### src/rtl/mem_access_ctrl_if.sv
// Host request/response and memory-bank pins of mem_access_ctrl, bundled for port connection.
// slave = controller view; master = host and memory-bank view.
interface mem_access_ctrl_if;
  logic       req_valid;
  logic       req_ready;
  logic       req_we;
  logic [2:0] req_addr;
  logic [7:0] req_wdata;
  logic       rsp_valid;
  logic       rsp_ready;
  logic [7:0] rsp_data;
  logic       mem_op;
  logic [7:0] mem_sel;
  logic [7:0] mem_in_bus;
  logic [7:0] mem_out_bus;

  modport slave (
    input  req_valid, req_we, req_addr, req_wdata, rsp_ready, mem_out_bus,
    output req_ready, rsp_valid, rsp_data, mem_op, mem_sel, mem_in_bus
  );

  modport master (
    output req_valid, req_we, req_addr, req_wdata, rsp_ready, mem_out_bus,
    input  req_ready, rsp_valid, rsp_data, mem_op, mem_sel, mem_in_bus
  );
endinterface

### src/rtl/mem_access_ctrl.sv
// Sequences single read/write accesses to the 8-unit latch bank.
// Each access runs setup, strobe and hold phases, then returns one response.
module mem_access_ctrl #(
  parameter int unsigned STROBE_CYCLES = 2
) (
  input  logic              clk,
  input  logic              rst_n,
  mem_access_ctrl_if.slave  bus
);

  typedef enum logic [2:0] {
    S_IDLE,
    S_SETUP,
    S_STROBE,
    S_HOLD,
    S_RESP
  } state_t;

  localparam logic [3:0] CNT_LOAD = 4'(STROBE_CYCLES - 1);

  state_t     state_q, state_d;
  logic [2:0] addr_q, addr_d;
  logic [3:0] cnt_q, cnt_d;
  logic [7:0] rsp_data_q, rsp_data_d;
  logic       mem_op_q, mem_op_d;
  logic [7:0] mem_sel_q, mem_sel_d;
  logic [7:0] mem_in_q, mem_in_d;

  always_ff @(posedge clk or negedge rst_n) begin
    if (!rst_n) begin
      state_q    <= S_IDLE;
      addr_q     <= 3'd0;
      cnt_q      <= 4'd0;
      rsp_data_q <= 8'h00;
      mem_op_q   <= 1'b0;
      mem_sel_q  <= 8'h00;
      mem_in_q   <= 8'h00;
    end else begin
      state_q    <= state_d;
      addr_q     <= addr_d;
      cnt_q      <= cnt_d;
      rsp_data_q <= rsp_data_d;
      mem_op_q   <= mem_op_d;
      mem_sel_q  <= mem_sel_d;
      mem_in_q   <= mem_in_d;
    end
  end

  // mem_op and mem_in_bus are loaded at acceptance and held through HOLD,
  // so they are stable before sel rises and after it falls.
  always_comb begin
    state_d    = state_q;
    addr_d     = addr_q;
    cnt_d      = cnt_q;
    rsp_data_d = rsp_data_q;
    mem_op_d   = mem_op_q;
    mem_sel_d  = mem_sel_q;
    mem_in_d   = mem_in_q;
    case (state_q)
      S_IDLE: begin
        if (bus.req_valid) begin
          addr_d   = bus.req_addr;
          mem_op_d = bus.req_we;
          mem_in_d = bus.req_we ? bus.req_wdata : 8'h00;
          state_d  = S_SETUP;
        end
      end
      S_SETUP: begin
        cnt_d     = CNT_LOAD;
        mem_sel_d = 8'h01 << addr_q;
        state_d   = S_STROBE;
      end
      S_STROBE: begin
        if (cnt_q == 4'd0) begin
          mem_sel_d  = 8'h00;
          rsp_data_d = mem_op_q ? 8'h00 : bus.mem_out_bus;
          state_d    = S_HOLD;
        end else begin
          cnt_d = cnt_q - 4'd1;
        end
      end
      S_HOLD: begin
        mem_op_d = 1'b0;
        mem_in_d = 8'h00;
        state_d  = S_RESP;
      end
      S_RESP: begin
        if (bus.rsp_ready) begin
          state_d = S_IDLE;
        end
      end
      default: state_d = S_IDLE;
    endcase
  end

  assign bus.req_ready  = (state_q == S_IDLE);
  assign bus.rsp_valid  = (state_q == S_RESP);
  assign bus.rsp_data   = rsp_data_q;
  assign bus.mem_op     = mem_op_q;
  assign bus.mem_sel    = mem_sel_q;
  assign bus.mem_in_bus = mem_in_q;

endmodule

### src/flat_wrapper.sv
// flat-port wrapper written by rule: the top's interface ports become plain ports
module mem_access_ctrl_flat 
#(
  parameter int unsigned STROBE_CYCLES = 2
)
  (clk, rst_n, bus_req_valid, bus_req_we, bus_req_addr, bus_req_wdata, bus_rsp_ready, bus_mem_out_bus, bus_req_ready, bus_rsp_valid, bus_rsp_data, bus_mem_op, bus_mem_sel, bus_mem_in_bus);
  mem_access_ctrl_if bus_i ();
  input  logic clk;
  input  logic rst_n;
  input wire logic [$bits(bus_i.req_valid)-1:0] bus_req_valid;
  input wire logic [$bits(bus_i.req_we)-1:0] bus_req_we;
  input wire logic [$bits(bus_i.req_addr)-1:0] bus_req_addr;
  input wire logic [$bits(bus_i.req_wdata)-1:0] bus_req_wdata;
  input wire logic [$bits(bus_i.rsp_ready)-1:0] bus_rsp_ready;
  input wire logic [$bits(bus_i.mem_out_bus)-1:0] bus_mem_out_bus;
  output wire logic [$bits(bus_i.req_ready)-1:0] bus_req_ready;
  output wire logic [$bits(bus_i.rsp_valid)-1:0] bus_rsp_valid;
  output wire logic [$bits(bus_i.rsp_data)-1:0] bus_rsp_data;
  output wire logic [$bits(bus_i.mem_op)-1:0] bus_mem_op;
  output wire logic [$bits(bus_i.mem_sel)-1:0] bus_mem_sel;
  output wire logic [$bits(bus_i.mem_in_bus)-1:0] bus_mem_in_bus;
  assign bus_i.req_valid = bus_req_valid;
  assign bus_i.req_we = bus_req_we;
  assign bus_i.req_addr = bus_req_addr;
  assign bus_i.req_wdata = bus_req_wdata;
  assign bus_i.rsp_ready = bus_rsp_ready;
  assign bus_i.mem_out_bus = bus_mem_out_bus;
  assign bus_req_ready = bus_i.req_ready;
  assign bus_rsp_valid = bus_i.rsp_valid;
  assign bus_rsp_data = bus_i.rsp_data;
  assign bus_mem_op = bus_i.mem_op;
  assign bus_mem_sel = bus_i.mem_sel;
  assign bus_mem_in_bus = bus_i.mem_in_bus;
  mem_access_ctrl #(.STROBE_CYCLES(STROBE_CYCLES)) u_core (.clk(clk), .rst_n(rst_n), .bus(bus_i));
endmodule
### config.mk
export PLATFORM = sky130hd
export DESIGN_NAME = mem_access_ctrl_flat
export DESIGN_NICKNAME = d
export VERILOG_FILES = /design/src/rtl/mem_access_ctrl_if.sv /design/src/rtl/mem_access_ctrl.sv /design/src/flat_wrapper.sv
export SDC_FILE = /design/constraint.sdc
export NUM_CORES = 1
export LEC_CHECK = 0
export ABC_CLOCK_PERIOD_IN_PS = 3800
export CAP_MARGIN = 20
export CORE_MARGIN = 5
export CORE_UTILIZATION = 30
export DETAILED_ROUTE_END_ITERATION = 6
export GPL_ROUTABILITY_DRIVEN = 0
export GPL_TIMING_DRIVEN = 0
export HOLD_SLACK_MARGIN = 0.12
export PLACE_DENSITY = 0.63
export REMOVE_ABC_BUFFERS = 1
export SLEW_MARGIN = 25
export SYNTH_ARGS = -nofsm -noshare
export SYNTH_HDL_FRONTEND = slang
export SYNTH_SLANG_ARGS = --single-unit
### constraint.sdc
create_clock -name clk -period 3.8 [get_ports clk]
set_clock_uncertainty 0.05 [all_clocks]
set_input_delay 0.57 -clock clk [delete_from_list [all_inputs] [get_ports clk]]
set_output_delay 0.57 -clock clk [all_outputs]
set_load 0.005 [all_outputs]
# Yosys cells after proc, flatten, opt, wreduce, memory -nomap -nowiden
# Cells that the tools add are included.
word_totals:
  regBits: 35
  output_inout_bits: 27
  wordCells: 41
classes:
  n_addsub: 1
  n_eq_ne: 8
  shifts: 1
  muxes: 14
  n_reduce_logical: 10
ops:
  columns: ["operator", "n"]
  rows:
  - ["2-to-1 mux 8 bit", 4]
  - ["case mux 8 bit (2 select lines)", 2]
  - ["case mux 3 bit (5 select lines)", 1]
  - ["AND reduction 2 bit", 5]
  - ["2-to-1 mux 3 bit", 3]
  - ["case mux 4 bit (2 select lines)", 1]
  - ["left shift 1 x 3 -> 8 bit, first input constant", 1]
  - ["== test 3 x 2 -> 1 bit, second input constant", 2]
  - ["inequality test 2 bit, second input constant", 3]
  - ["logical NOT 4 bit", 1]
  - ["2-to-1 mux 4 bit", 1]
  - ["nonzero test 2 bit", 2]
  - ["subtractor 4 x 1 -> 4 bit, second input constant", 1]
  - ["== test 3 x 1 -> 1 bit, second input constant", 1]
  - ["== test 3 bit, second input constant", 1]
  - ["logical NOT 3 bit", 1]
  - ["AND reduction 3 bit", 1]
  - ["inequality test 2 x 1 -> 1 bit, second input constant", 1]
  - ["case mux 1 bit (2 select lines)", 1]
  - ["2-to-1 mux 1 bit", 1]

# Logic depth before layout (Yosys ltp)
logic_depth:
  depth_word: 3
  ltp_mapped: 6
  depth_no_buf: 5

# Least setup slack after synthesis
# OpenSTA, ideal clock, no wires.
synth_path:
  path_type: "reg2reg"
  start: "register u_core.cnt_q[0]"
  end: "register u_core.rsp_data_q[5], in the netlist u_core.bus.rsp_data[5]"
  setup_ps: 125
  t_arrival_ps: 1418
  setup_slack_ps: 2207
  path_stages_with_launch: 7
  path_buffers: 1
  cell_sequence: "dfrtp_1 > inv_1 > ha_1 > nand2b_1 > nand3b_2 > buf_2 > mux2_2"
synth_via:
  elab_chain_len: 2
synth_lines:
  columns: ["item", "line", "text"]
  rows:
  - ["from (decl)", "mem_access_ctrl.sv:23", "logic [3:0] cnt_q, cnt_d;"]
  - ["from (signal assigned)", "mem_access_ctrl.sv:41", "cnt_q <= cnt_d;"]
  - ["logical NOT 4 bit", "mem_access_ctrl.sv:74", "if (cnt_q == 4'd0) begin"]
  - ["AND reduction 2 bit (no source line)", null, null]
  - ["to (signal assigned)", "mem_access_ctrl.sv:42", "rsp_data_q <= rsp_data_d;"]
  - ["to (decl)", "mem_access_ctrl.sv:24", "logic [7:0] rsp_data_q, rsp_data_d;"]
# Every way passes these cells.
# A chain may end at the register's enable or synchronous reset.

# Worst setup path after layout
layout_path:
  start: "register u_core.state_q[0]"
  end: "output bus_rsp_valid"
layout_via:
  elab_chain_len: 1
layout_lines:
  columns: ["item", "line", "text"]
  rows:
  - ["from (decl)", "mem_access_ctrl.sv:21", "state_t state_q, state_d;"]
  - ["from (signal assigned)", "mem_access_ctrl.sv:39", "state_q <= state_d;"]
  - ["== test 3 bit", "mem_access_ctrl.sv:97", "assign bus.rsp_valid = (state_q == S_RESP);"]
  - ["to (decl)", "flat_wrapper.sv:17", "output wire logic [$bits(bus_i.rsp_valid)-1:0] bus_rsp_valid;"]
# Every way passes these cells.

==> run_results.csv <==
group,metric,value,unit
timing,slew_viol_final,0,
synth,synth-seq-cells,35,
cells_and_area,layout.nets,205,
floorplan,num_rows,26,
worst_setup_path,worst-endpoint-arrival,1820,ps
clock_network,clk_pin_slew,70,ps
global_route,overflow,0,
hold_path,holdCritStartpoint,"u_core.bus.mem_in_bus[3]$_DFFE_PN0P_",
clock_network,cts.sinks,35,
hold_path,min_path_cells,1,
floorplan,initial_core_util,30.6,%
timing,hold_viol_final,0,
synth,synthArstFlopShare,100,%
clock_network,cts-root-buf,"clkbuf_8",
timing,tightestPinTransition,716,ps
worst_setup_path,r2r-start,"u_core.state_q[1]$_DFFE_PN0P_",
clock_network,post_cts_buffers,0,
timing,tns,0,ps
drt,drt-wirelength-per-cell,14.9,um
global_route,grt_max_degree,28,
floorplan,die_y,81.9,um
placement,hpwl,2.71,mm
worst_setup_path,rr_worst_depth,3,
cells_and_area,seq_area,876,um^2
placement,io_buffers,50,
hold_path,min_path_type,"flop to flop",
synth,synth_cells,126,
global_route,grt_pass1_vias,1337,
cells_and_area,syn_to_final_growth,44.2,%
synth,syn_area,1550,um^2
power,powerDensity,771,nW/um^2
global_route,grt_pass1_wl,6.22,mm
floorplan,ios,51,
timing,rsz0062_at_grt,"no",
timing,slew_headroom,52.3,%
synth,synth_enable_flop_cells,0,
outcome,status,"finished, final reports clean",
worst_setup_path,cp-start-kind,"flop",
cells_and_area,stdcell_area,2240,um^2
synth,synth_most_common_cell,"dfrtp_1",
cells_and_area,fillers,502,
timing,finalCritPeriodShare,64.1,%
clock_network,clockBufferDepth,2,
synth,synth-seq-area-share,56.5,%
clock_network,cts_resized,0,
power,finalPower,1.72,mW
drt,drt-pass1-iter-count,5,
drt,ant_nets,0,
timing,setup_viol,0,
cells_and_area,drive_gt1_share,12.8,%
synth,synth.top_cell.area_share,56.5,%
clock_network,clock_latency,290,ps
worst_setup_path,worstPathRequired,3180,ps
hold_path,hold_end,"u_core.bus.mem_in_bus[3]$_DFFE_PN0P_",
clock_network,cts_max_level,2,
synth,synth_cell_types,28,
timing,fin_crit,2440,ps
synth,yosys_warnings,0,
worst_setup_path,end_kind,"output pin",
synth,yosys-top-cells-count,"35 x dfrtp_1, 11 x mux2_2, 11 x nor2b_1",
global_route,grtUsageTotal,12.2,%
worst_setup_path,crit_type,"flop to output pin",
global_route,antenna_found_initial,0,
cells_and_area,stdcell_count,250,
drt,routed_via_density,4.87,
synth,ys.flop_type,"dfrtp_1",
clock_network,holdBufCountCts,1,
drt,dr.first_iter.drc_count,29,
placement,dp.cells,241,
power,leakage,0.947,nW
job,max_cap_viol_count,0,
drt,vias,1218,
cells_and_area,diodes,0,
drt,wl,3.72,mm
drt,route.detailed.drc,0,
placement,place_area,2130,um^2
synth,synth_area_leaders,"dfrtp_1 56%, mux2_2 8.0%, a32o_1 5.2%",
clock_network,cts_buffers,5,
cells_and_area,multi_input_area,633,um^2
clock_network,cts_tree,"done",
worst_setup_path,rr_endpoint,"u_core.bus.rsp_data[2]$_DFFE_PN0P_",
worst_setup_path,cp_max_fo,16,
floorplan,die_area,6710,um^2
worst_setup_path,regToRegSetupSlack,1850,ps
floorplan,die_width,81.9,um
synth,yosysTopAreaCell,"dfrtp_1",
synth,postSynthAreaPerCell,12.3,um^2
power,peakVddDrop,403,uV
floorplan,coreArea,5070,um^2
cells_and_area,utilization,44.1,%
timing,max_freq,410,MHz
## area by class of cell
| class | instances | area share (%) |
|---|---|---|
| clock buffer | 8 | 4.47 |
| tap | 70 | 3.91 |
| timing repair buffer | 52 | 23.5 |
| multi-input combinational | 81 | 28.3 |
| sequential | 35 | 39.1 |
| inverter | 4 | 0.671 |
## cells by family after synthesis
| family | synth area share, % |
|---|---|
| buf+inv | 2.74 |
| simple gates | 16.4 |
| compound gates | 13.6 |
| fa+ha+maj | 1.61 |
| xor+xnor | 0.565 |
| flops | 56.5 |
| mux | 8.63 |
## worst max path at each step
stage	from	endpoint	slack, ps	cells after the start
after floorplan	u_core.state_q[0]$_DFFE_PN0P_	u_core.cnt_q[3]$_DFFE_PN0P_	2180	3
after global placement	rst_n	u_core.bus.mem_sel[2]$_DFFE_PN0P_	1420	1
after detailed placement	bus_req_valid	u_core.bus.mem_in_bus[4]$_DFFE_PN0P_	1480	4
after CTS	u_core.state_q[0]$_DFFE_PN0P_	bus_rsp_valid	1350	3
after global routing	u_core.state_q[0]$_DFFE_PN0P_	bus_rsp_valid	1270	3
final	u_core.state_q[0]$_DFFE_PN0P_	bus_rsp_valid	1360	3
## layer usage
metal / up-vias / part of all wire, % / wire [um] / GRT usage (%)
met4: 0 / 1.2 / 44 / 4.32
met5: - / 0 / 0 / 0
met2: 48 / 49 / 1820 / 20.3
li1: 566 / - / - / -
met1: 599 / 41 / 1530 / 13.9
met3: 5 / 8.5 / 317 / 5.48
## sequential cells by signal, summed over array words and instances, names as in the netlist
name                   count
u_core.state_q             3
u_core.bus.mem_in_bus      8
u_core.bus.rsp_data        8
u_core.cnt_q               4
u_core.addr_q              3
u_core.bus.mem_sel         8
u_core.bus.mem_op          1
## power by group
part / internal, mW / switching (mW)
registers: 0.538 / 0.159
logic: 0.451 / 0.278
clock network: 0.165 / 0.133
total: 1.15 / 0.570
## critical path: stages (launching register included)
cell and delay, ps:
dfrtp_1 550, nor2_1 280, and2_1 190, clkdlybuf4s50_1 500
## cells in the final DEF (no fill, tap or decap)
master	Yosys	final
clkdlybuf4s50_1	0	49
a21o_1	1	1
o21ai_0	3	3
nand3_1	4	4
buf_2	4	1
ha_1	2	2
nor2b_1	11	11
nand2b_1	3	3
mux2_2	11	11
nand3b_2	1	1
clkbuf_8	0	7
or3b_1	1	1
and2_1	4	4
nor3_1	2	2
inv_1	4	4
nor4b_2	1	1
nor3b_1	2	2
buf_12	0	1
dfrtp_1	35	35
a22o_1	9	9
nor2_2	1	1
xnor2_1	1	1
a32o_1	8	8
a21oi_1	3	3
mux2i_1	1	1
nand4_1	1	1
o211ai_1	2	2
clkbuf_1	2	1
nor2_1	4	4
or4_1	4	4
nand2_1	1	1
dlygate4sd3_1	0	1
## stage by stage
| stage | hold WS, ps | setup slack, ps |
|---|---|---|
| floorplan | 224 | 2180 |
| global placement | 434 | 1420 |
| detailed placement | 397 | 1480 |
| CTS | 458 | 1350 |
| global route | 462 | 1270 |
| finish | 453 | 1360 |
Note: power is estimated with default switching activity, not from simulation.
